`src/rtl/csrng_pkg.sv`:
```
// CSRNG shared definitions used by EDN endpoint logic.
package csrng_pkg;

  // Width of one CSRNG genbits block.
  parameter int unsigned GENBITS_BUS_WIDTH = 128;

endpackage

```
`src/rtl/edn_pkg.sv`:
```
// EDN endpoint request/response types shared by EDN and its requesters.
package edn_pkg;

  // Width of one endpoint word.
  parameter int unsigned ENDPOINT_BUS_WIDTH = 32;

  typedef struct packed {
    logic edn_req;
  } edn_req_t;

  typedef struct packed {
    logic                          edn_ack;
    logic                          edn_fips;
    logic [ENDPOINT_BUS_WIDTH-1:0] edn_bus;
  } edn_rsp_t;

endpackage

```
`src/rtl/edn_ep_rsp.sv`:
```
// EDN endpoint responder: buffers one genbits block and serves it one word per
// req/ack handshake, lowest word first.
module edn_ep_rsp
  import edn_pkg::*;
#(
  parameter int unsigned GenBitsWidth = csrng_pkg::GENBITS_BUS_WIDTH,
  parameter int unsigned BusWidth     = edn_pkg::ENDPOINT_BUS_WIDTH
) (
  input  logic                    clk_i,
  input  logic                    rst_ni,
  input  logic                    en_i,
  input  logic                    genbits_valid_i,
  input  logic [GenBitsWidth-1:0] genbits_i,
  input  logic                    genbits_fips_i,
  output logic                    genbits_ready_o,
  input  edn_req_t                edn_i,
  output edn_rsp_t                edn_o,
  output logic                    buf_empty_o
);

  localparam int unsigned Words = GenBitsWidth / BusWidth;
  localparam int unsigned CntW  = $clog2(Words + 1);

  logic [GenBitsWidth-1:0] buf_q, buf_d;
  logic                    fips_buf_q, fips_buf_d;
  logic [CntW-1:0]         cnt_q, cnt_d;
  logic                    ack_q, ack_d;
  logic [BusWidth-1:0]     bus_q, bus_d;
  logic                    fips_q, fips_d;

  logic load;
  logic take;

  // Ready depends only on registered state and the enable, never on edn_req.
  assign genbits_ready_o = en_i && (cnt_q == '0);
  assign buf_empty_o     = (cnt_q == '0);
  assign load            = genbits_valid_i && genbits_ready_o;
  // Ignoring req while an ack is out prevents a lingering req from being served twice.
  assign take            = edn_i.edn_req && en_i && (cnt_q != '0) && !ack_q;

  // Next-state: disable flush, block load, word unpack and response capture.
  always_comb begin
    buf_d      = buf_q;
    fips_buf_d = fips_buf_q;
    cnt_d      = cnt_q;
    ack_d      = take;
    bus_d      = bus_q;
    fips_d     = fips_q;

    if (take) begin
      bus_d  = buf_q[BusWidth-1:0];
      fips_d = fips_buf_q;
    end

    if (!en_i) begin
      cnt_d = '0;
    end else if (load) begin
      buf_d      = genbits_i;
      fips_buf_d = genbits_fips_i;
      cnt_d      = CntW'(Words);
    end else if (take) begin
      buf_d = buf_q >> BusWidth;
      cnt_d = cnt_q - CntW'(1);
    end
  end

  // State registers; reset aborts any ack pulse and clears the bus.
  always_ff @(posedge clk_i or negedge rst_ni) begin
    if (!rst_ni) begin
      buf_q      <= '0;
      fips_buf_q <= 1'b0;
      cnt_q      <= '0;
      ack_q      <= 1'b0;
      bus_q      <= '0;
      fips_q     <= 1'b0;
    end else begin
      buf_q      <= buf_d;
      fips_buf_q <= fips_buf_d;
      cnt_q      <= cnt_d;
      ack_q      <= ack_d;
      bus_q      <= bus_d;
      fips_q     <= fips_d;
    end
  end

  assign edn_o.edn_ack  = ack_q;
  assign edn_o.edn_fips = fips_q;
  assign edn_o.edn_bus  = bus_q;

  // A block must unpack into a whole number of words.
  a_width_multiple : assert property (@(posedge clk_i) (GenBitsWidth % BusWidth) == 0);

  // Ack is a single-cycle pulse.
  a_ack_pulse : assert property (@(posedge clk_i) disable iff (!rst_ni) ack_q |=> !ack_q);

endmodule

```
`config.mk`:
```
export PLATFORM = sky130hd
export DESIGN_NAME = edn_ep_rsp
export DESIGN_NICKNAME = d
export VERILOG_FILES = /design/src/rtl/csrng_pkg.sv /design/src/rtl/edn_pkg.sv /design/src/rtl/edn_ep_rsp.sv
export SDC_FILE = /design/constraint.sdc
export NUM_CORES = 1
export LEC_CHECK = 0
export CORE_AREA = 2 2 136 138
export DETAILED_ROUTE_END_ITERATION = 12
export DIE_AREA = 0 0 138 140
export GPL_ROUTABILITY_DRIVEN = 0
export PLACE_DENSITY = 0.68
export SYNTH_ARGS = -nofsm -noshare
export SYNTH_HDL_FRONTEND = slang
export SYNTH_SLANG_ARGS = --single-unit
```
`constraint.sdc`:
```
create_clock -name clk_i -period 2.03 [get_ports clk_i]
set_clock_uncertainty 0.05 [all_clocks]
set_input_delay 0.3045 -clock clk_i [delete_from_list [all_inputs] [get_ports clk_i]]
set_output_delay 0.3045 -clock clk_i [all_outputs]
set_load 0.1 [all_outputs]
```
==> results.md, run 1 <==
* FP Rows at 49
* Max Clk Rate at 0.513 GHz
* Layout fillers at 1512
* Reg2Reg Setup Slack at 0.13 ns
* DRC viols at 0
* Worst skew pair latency at 0.42 ns
* Maximum vdd drop at 0.00105 V
* Syn avg cell area at 12.5 sq um
* Post-DP Area at 9020 sq um
* Die Y at 140 microns
* Slew @ Worst Pin at 0.413 ns
* # setup viols final at 0
* Nets@finish at 859
* Total CTS buffers at 17
* Max clock buf depth at 2
* Setup CP Type: reg -> out
* Final std cells w/o fill at 965
* Syn Std Cell Area at 7010 sq um
* Area taken by multi-input logic gates at 2650 sq um
* H-tree depth at 4
* WL final at 16500 microns
* Largest family of logic cells by synthesized area: compound AO/OA/AOI/OAI gates
* Reg-to-Reg End: buf_q[58]
* Period minus WS final at 1.95 ns
* Via count at 5099
* Placed instance count at 932
* WL/cell at 17.1 microns
* Die ar. at 19300 sq um
* Crit path launch type: register
* Synth-to-layout area growth at 38.5%
* Hpwl dp at 11200 microns
* Crit path cell chain: inv_1, ha_2, nand2b_4, nor2_4, buf_12
* Worst path slowest cell: dfrtp_1
* Relative slew slack at 72.4%
* Setup_tns at 0 ns
* Final hold viol count at 0
* Cell area after layout at 9710 sq um
* Share of cells above drive strength 1 at 30.0%
* FF+latch count, synth at 166
* Final period util at 96.1%
* DR iter-0 viols at 368
* Reg2Reg Depth at 7
* Yosys warnings at 0
* Mapped Cells at 561
* Register cell area after layout at 4150 sq um
* Post-synthesis sequential area ratio at 59.2%
* Leak Pwr at 3.86 nW
* Post-CTS setup buffers at 0
* Num ports at 170
* Mux cell area share after synthesis at 5.30%
* Post-route ant nets at 0
* Post-Synth Simple-Gate Area at 13.0%
* Setup crit end kind: output port
* Clk sinks at 166
* Global-route wire length before repair at 27900 microns
* Largest stage delay, worst path at 0.40 ns
* Core Box Area at 17800 sq um
* Run status: finished, final reports clean
* Post-synthesis adder-cell area fraction at 0.357%
* Critical Path Fanout Max at 6
* Root buffer cell: clkbuf_16
* Starting Density at 39.4%
* P per Cell Area at 1560 nW/um^2
* Xor/xnor share of the synthesized area at 0%
* Syn Nets at 697
* Clock Pin Slew Worst Setup and Hold Paths at 0.06 ns
* Max-Cap Viols at 0
* TritonCTS clock tree: done
* Crit path required time at 1.68 ns
* Diodes inserted at 0
* Pre-antenna DRT Iters at 4
* Number of distinct library cells after synthesis at 26
* Final Max Tran Viols at 0
* Complex-gate fraction of the synthesized area at 18.8%
* Via-to-Cell Ratio at 5.28
* Critical Path AT at 1.60 ns
* Gr ovfl total at 0
* Unrepaired setup endpoints after global routing: false
* Largest net degree at the start of global routing at 55
* Buffers on Ports at 169
* Reg2Reg Launch Point: cnt_q[0]
* Initial antenna violation count at 0
* Total track usage at 17.8%
* Worst min path class: in -> async
* Die width at 138 microns
* Vias in the first global route at 5398
==> kinds of logic after synthesis <==
logic type      Yosys count
simple gates            172
flops                   166
compound gates          137
buf+inv                  51
mux                      33
fa+ha+maj                 2
==> report_power, final <==
part	internal, mW	switching (mW)
clock	2.27	1.34
combinational	2.14	3.65
sequential	4.83	0.898
==> area by class of cell <==
| cell class | instances | area share, % |
|---|---|---|
| inverter | 5 | 0.219 |
| multi-input combinational | 344 | 27.3 |
| tap | 229 | 2.95 |
| sequential | 166 | 42.8 |
| clock buffer | 19 | 4.66 |
| clock inverter | 13 | 2.23 |
| timing repair buffer | 189 | 19.9 |
==> worst max-delay path by stage <==
stage | startpoint | to | slack [ns] | depth (start not counted)
detailed placement | en_i | buf_q[89] | 0.05 | 5
floorplan | cnt_q[0] | buf_q[76] | -0.005 | 8
finish | cnt_q[0] | genbits_ready_o | 0.08 | 5
CTS | cnt_q[0] | genbits_ready_o | 0.03 | 5
global placement | en_i | buf_q[2] | 0.08 | 5
global route | cnt_q[0] | genbits_ready_o | 0.02 | 5
==> worst max-delay path, delay by kind of cell (launching register included) <==
kind                       cells  cell delay, ns
DFF                            1            0.40
buffers and inverters          2            0.29
and+or+nand+nor                2            0.25
adders and majority gates      1            0.24
==> placed cells by master, fill, tap and decap left out, types with 14 or more instances in the layout <==
cell type	netlist	layout
o21ai_0	33	33
clkbuf_16	0	17
buf_4	7	41
o221a_2	93	93
nand2b_1	97	97
mux2_2	33	33
clkdlybuf4s50_1	0	132
nand2_1	67	67
dfrtp_1	166	166
buf_12	0	14
==> stage by stage <==
step                power (mW)  util [%]  hold slack (ns)  setup slack, ns
floorplan                 9.94         -          -0.0411         -0.00452
global placement          11.4      50.7            0.164           0.0780
detailed placement        11.6      50.7            0.174           0.0492
CTS                       15.3      54.6            0.283           0.0280
global route              15.8      54.6            0.314           0.0249
finish                    15.1      54.6            0.283           0.0794
==> sequential cells by signal, summed over array words and instances, names as in the netlist <==
| name | flops |
|---|---|
| ack_q | 1 |
| buf_q | 128 |
| bus_q | 32 |
| cnt_q | 3 |
| fips_buf_q | 1 |
| fips_q | 1 |
==> per-layer routing <==
metal / vias to the layer above / GRT usage (%) / share of wire, %
met3: 10 / 3.21 / 5.0
li1: 2364 / - / -
met4: 0 / 6.07 / 0.92
met2: 159 / 28.3 / 49
met5: - / 0 / 0
met1: 2566 / 24.8 / 45
==> repair_timing <==
action | CTS | global route
endpoints found under the hold margin | 30 | 0
hold buffers | 1 | 0
endpoints found under the setup margin | 2 | 8
gates resized for setup | 3 | 1
gates cloned | 0 | 0
==> Yosys cell counts <==
cell / instances / share of area [%]
ha_1: 2 / 0.36
inv_2: 1 / 0.053
a211oi_1: 1 / 0.11
nand4b_1: 1 / 0.12
nand3_1: 2 / 0.14
buf_1: 1 / 0.053
buf_4: 7 / 0.75
nor2b_1: 1 / 0.089
a21o_1: 2 / 0.21
o21ai_0: 33 / 2.4
inv_1: 4 / 0.21
o221a_1: 3 / 0.48
nand2b_2: 1 / 0.12
o31ai_4: 1 / 0.30
a311oi_1: 1 / 0.12
nor2_1: 2 / 0.11
nand2_1: 67 / 3.6
a21oi_1: 2 / 0.14
and4b_1: 1 / 0.14
dfrtp_1: 166 / 59
a31oi_1: 1 / 0.089
o221a_2: 93 / 15
clkbuf_1: 23 / 1.2
mux2_2: 33 / 5.3
buf_2: 15 / 1.1
nand2b_1: 97 / 8.7
No activity file was read; power rests on OpenSTA's default activity.
==> run 2: changes to the inputs <==
Settings changed: ABC_AREA set to 1, CORE_AREA 2 2 136 138 to 2 2 147 149, DIE_AREA 0 0 138 140 to 0 0 149 151, PLACE_DENSITY 0.68 to 0.66.
==> run 2 against run 1 <==
  * Area after synthesis up 18%
  * Setup slack better by 0.014 ns
  * Non-clock buffer count up 2
  * Via count up 40%
  * Die area up 16%
  * Maximum frequency up 0.75%
  * Clock-buffer cell count down 2
  * Largest cell class unchanged
==> results.md, run 2 <==
* Run status: finished, final reports clean
* Power share of the clock group at 19.3% (-4.6 points)
* P per Cell Area at 1620 nW/um^2 (+4.2%)
* Layout fillers at 2048 (+35%)
* Via-to-Cell Ratio at 4.68 (-11%)
* Via count at 7155 (+40%)
* Clk sinks at 166 (unchanged)
* Root buffer cell: clkbuf_16
* Largest stage delay, worst path at 0.40 ns (about the same)
* Max FFs per register at 128 (unchanged)
* Max clock buf depth at 2 (unchanged)
* Comb power frac at 49.0% (+11 points)
* Nets@finish at 1377 (+60%)
* TritonCTS clock tree: done
* Diodes inserted at 0 (unchanged)
* Hpwl dp at 13900 microns (+23%)
* Count of flip-flops with a built-in enable after synthesis at 0 (unchanged)
* Leak Pwr at 5.92 nW (+54%)
* Pre-antenna DRT Iters at 5 (+1)
* Number of distinct library cells after synthesis at 21 (-19%)
* Critical Path AT at 1.58 ns (-0.02 ns)
* Num ports at 170 (unchanged)
* Unrepaired setup endpoints after global routing: false
* Final Max Tran Viols at 0 (unchanged)
* FP Rows at 53 (+8.2%)
* Post-route ant nets at 0 (unchanged)
* DR iter-0 viols at 472 (+28%)
* Slew @ Worst Pin at 0.575 ns (+0.162 ns)
* Vias in the first global route at 6804 (+26%)
* Most common cell after layout, fill and taps aside: nand2_1
* Syn Std Cell Area at 8260 sq um (+18%)
* Setup CP Type: reg -> out
* Crit path required time at 1.68 ns (about the same)
* Gr ovfl total at 0 (unchanged)
* Setup_tns at 0 ns (unchanged)
* Final period util at 95.4% (-0.71 points)
* Sw Pwr at 8.19 mW (+39%)
* WL final at 20800 microns (+26%)
* Most frequent cells after synthesis: nand2_1, inv_1, dfrtp_1
* # setup viols final at 0 (unchanged)
* Synth area leader: dfrtp_1
* Largest cells by area after synthesis: dfrtp_1, nand2_1, inv_1
* Initial antenna violation count at 0 (unchanged)
* Global-route wire length before repair at 33900 microns (+22%)
* Final hold viol count at 0 (unchanged)
* Power Internal at 9.36 mW (+1.2%)
* WL/cell at 13.6 microns (-20%)
* Max Clk Rate at 0.516 GHz (+0.75%)
* Worst skew pair latency at 0.42 ns (about the same)
* Crit path launch type: register
* Yosys warnings at 0 (unchanged)
* Syn Nets at 1246 (+79%)
* Top delay family on crit path: buffers and inverters
* Regs by FF count: buf_q (128), bus_q (32), cnt_q (3)
* Synth-to-layout area growth at 30.8%
* Crit path buf inv count at 4 (+2)
* Seq pwr share at 31.7% (-6.1 points)
* Largest net degree at the start of global routing at 97 (+76%)
* Reg2Reg Setup Slack at 0.23 ns (+0.10 ns)
* Crit path cell chain: inv_2, ha_4, inv_1, nor2_4, buf_12, buf_16
* Core Box Area at 20800 sq um (+17%)
* Final worst setup slack at 0.0939 ns (+0.0144 ns)
* Maximum vdd drop at 0.000706 V (-33%)
* Die ar. at 22500 sq um (+16%)
* Total CTS buffers at 17 (unchanged)
* FF+latch count, synth at 166 (unchanged)
* Syn avg cell area at 7.45 sq um (-40%)
* Setup crit end kind: output port
* Clock Pin Slew Worst Setup and Hold Paths at 0.07 ns (about the same)
* H-tree depth at 4 (unchanged)
* Synth top area share at 50.3% (-9.0 points)
* Worst path slowest cell: dfrtp_1
* Buffers on Ports at 169 (unchanged)
* Critical Path Fanout Max at 4 (-2)
* Reg with most FFs: buf_q
* Die width at 149 microns (+8.0%)
* Top_reg_cell synth: dfrtp_1
* Commonest cells after routing, fill and taps aside: nand2_1, inv_1, dfrtp_1
* Worst min path class: in -> async
* Mapped Cells at 1110 (+98%)
* Top-count cell post-synth: nand2_1
* Share of cells above drive strength 1 at 8.05% (-22 points)
* DRC viols at 0 (unchanged)
* Post-synthesis sequential area ratio at 50.3% (-9.0 points)
* Starting Density at 39.7% (+0.25 points)
* Async S/R FF share, synth at 100% (unchanged)
* Die Y at 151 microns (+7.9%)
* Total track usage at 19.0% (+1.2 points)
* Period minus WS final at 1.94 ns (-0.0144 ns)
* Relative slew slack at 61.6% (-11 points)
* Max-Cap Viols at 0 (unchanged)
* Sw Share at 46.7% (+7.8 points)
* Pre-CTS WS at 0.0800 ns (+0.0308 ns)
-- run 2: cell types whose count changed after synthesis, moves of 2 or more --
| cell | before | now |
|---|---|---|
| buf_4 | 7 | 17 |
| nand2_1 | 67 | 424 |
| a21o_1 | 2 | 0 |
| nand4_1 | 0 | 99 |
| inv_1 | 4 | 197 |
| a21oi_1 | 2 | 0 |
| o221a_1 | 3 | 0 |
| o221a_2 | 93 | 0 |
| mux2_2 | 33 | 0 |
| nand2b_1 | 97 | 0 |
| nand3_1 | 2 | 97 |
| buf_1 | 1 | 5 |
| inv_2 | 1 | 3 |
| buf_2 | 15 | 34 |
-- run 2: cell families (layout without fill, tap and decap cells) --
group	count (synthesis)	count (layout)	synth area share (%)
AOI/OAI and AO/OA	35	35	2.12
xor gates and xnor gates	1	1	0.106
adders and majority gates	2	2	0.303
buffers and inverters	280	424	14.1
DFF	166	166	50.3
and+or+nand+nor	626	626	33.1
-- run 2: area by class of cell --
class / count / area, sq um / share of cell area (%)
inverters: 201 / 756 / 6.99
well taps: 275 / 344 / 3.18
multi-input cells: 664 / 2980 / 27.6
clock buffers: 17 / 425 / 3.94
flip-flops and latches: 166 / 4150 / 38.4
repair buffers: 191 / 1960 / 18.1
clock inverters: 15 / 190 / 1.76
-- run 2: power groups by stage --
stage	clock, mW	combinational (mW)	sequential (mW)
6_report	3.39	8.59	5.56
5_1_grt	3.60	9.42	5.73
4_1_cts	3.45	8.60	5.57
2_1_floorplan	0	4.01	7.85
3_3_place_gp	0	8.22	5.61
3_5_place_dp	0	8.36	5.62
-- run 2: worst paths after layout --
| kind | startpoint | end | cells past startpoint |
|---|---|---|---|
| worst max-delay path | cnt_q[0] | buf_empty_o | 6 |
| worst min register to register | buf_q[11] | bus_q[11] | 2 |
| worst max register to register | cnt_q[0] | buf_q[45] | 9 |
| worst min-delay path | rst_ni | buf_q[110] | 2 |
| max in group asynchronous | rst_ni | buf_q[33] | 3 |
| min in group clk_i | genbits_i[105] | buf_q[105] | 3 |
-- run 2: timing repair --
| action | 4_1_cts | 5_1_grt |
|---|---|---|
| hold buffers | 1 | 0 |
| gates cloned | 1 | 0 |
| setup endpoints to repair | 1 | 1 |
| gates resized for setup | 3 | 1 |
| hold endpoints to repair | 27 | 0 |
| pin swaps | 1 | 0 |
| setup buffers | 1 | 1 |
-- run 2: worst reg2reg max path: cells and delay by family, from the launching register on --
| kind | cells | cell delay, ns |
|---|---|---|
| and+or+nand+nor | 4 | 0.49 |
| buffers and inverters | 4 | 0.59 |
| adders and majority gates | 1 | 0.17 |
| DFF | 1 | 0.40 |
-- run 2: metrics by stage --
stage                     total power, mW  instances  util, %  instance area (sq um)  hold WS, ns
final                                17.5       1529     51.9                  10800        0.281
after global routing                 18.8       1529     51.9                  10800        0.288
after CTS                            17.6       1528     51.8                  10800        0.277
after detailed placement             14.0       1493     48.6                  10100        0.162
after global placement               13.8       1493     48.6                  10100        0.155
after floorplan                      11.9       1110        -                   8270      -0.0411
-- run 2: routing by layer --
| metal | GRT usage [%] | routed length [microns] |
|---|---|---|
| met2 | 29.3 | 9480 |
| met4 | 6.24 | 324 |
| met3 | 2.83 | 893 |
| met1 | 27.4 | 10100 |
| met5 | 0 | 0 |
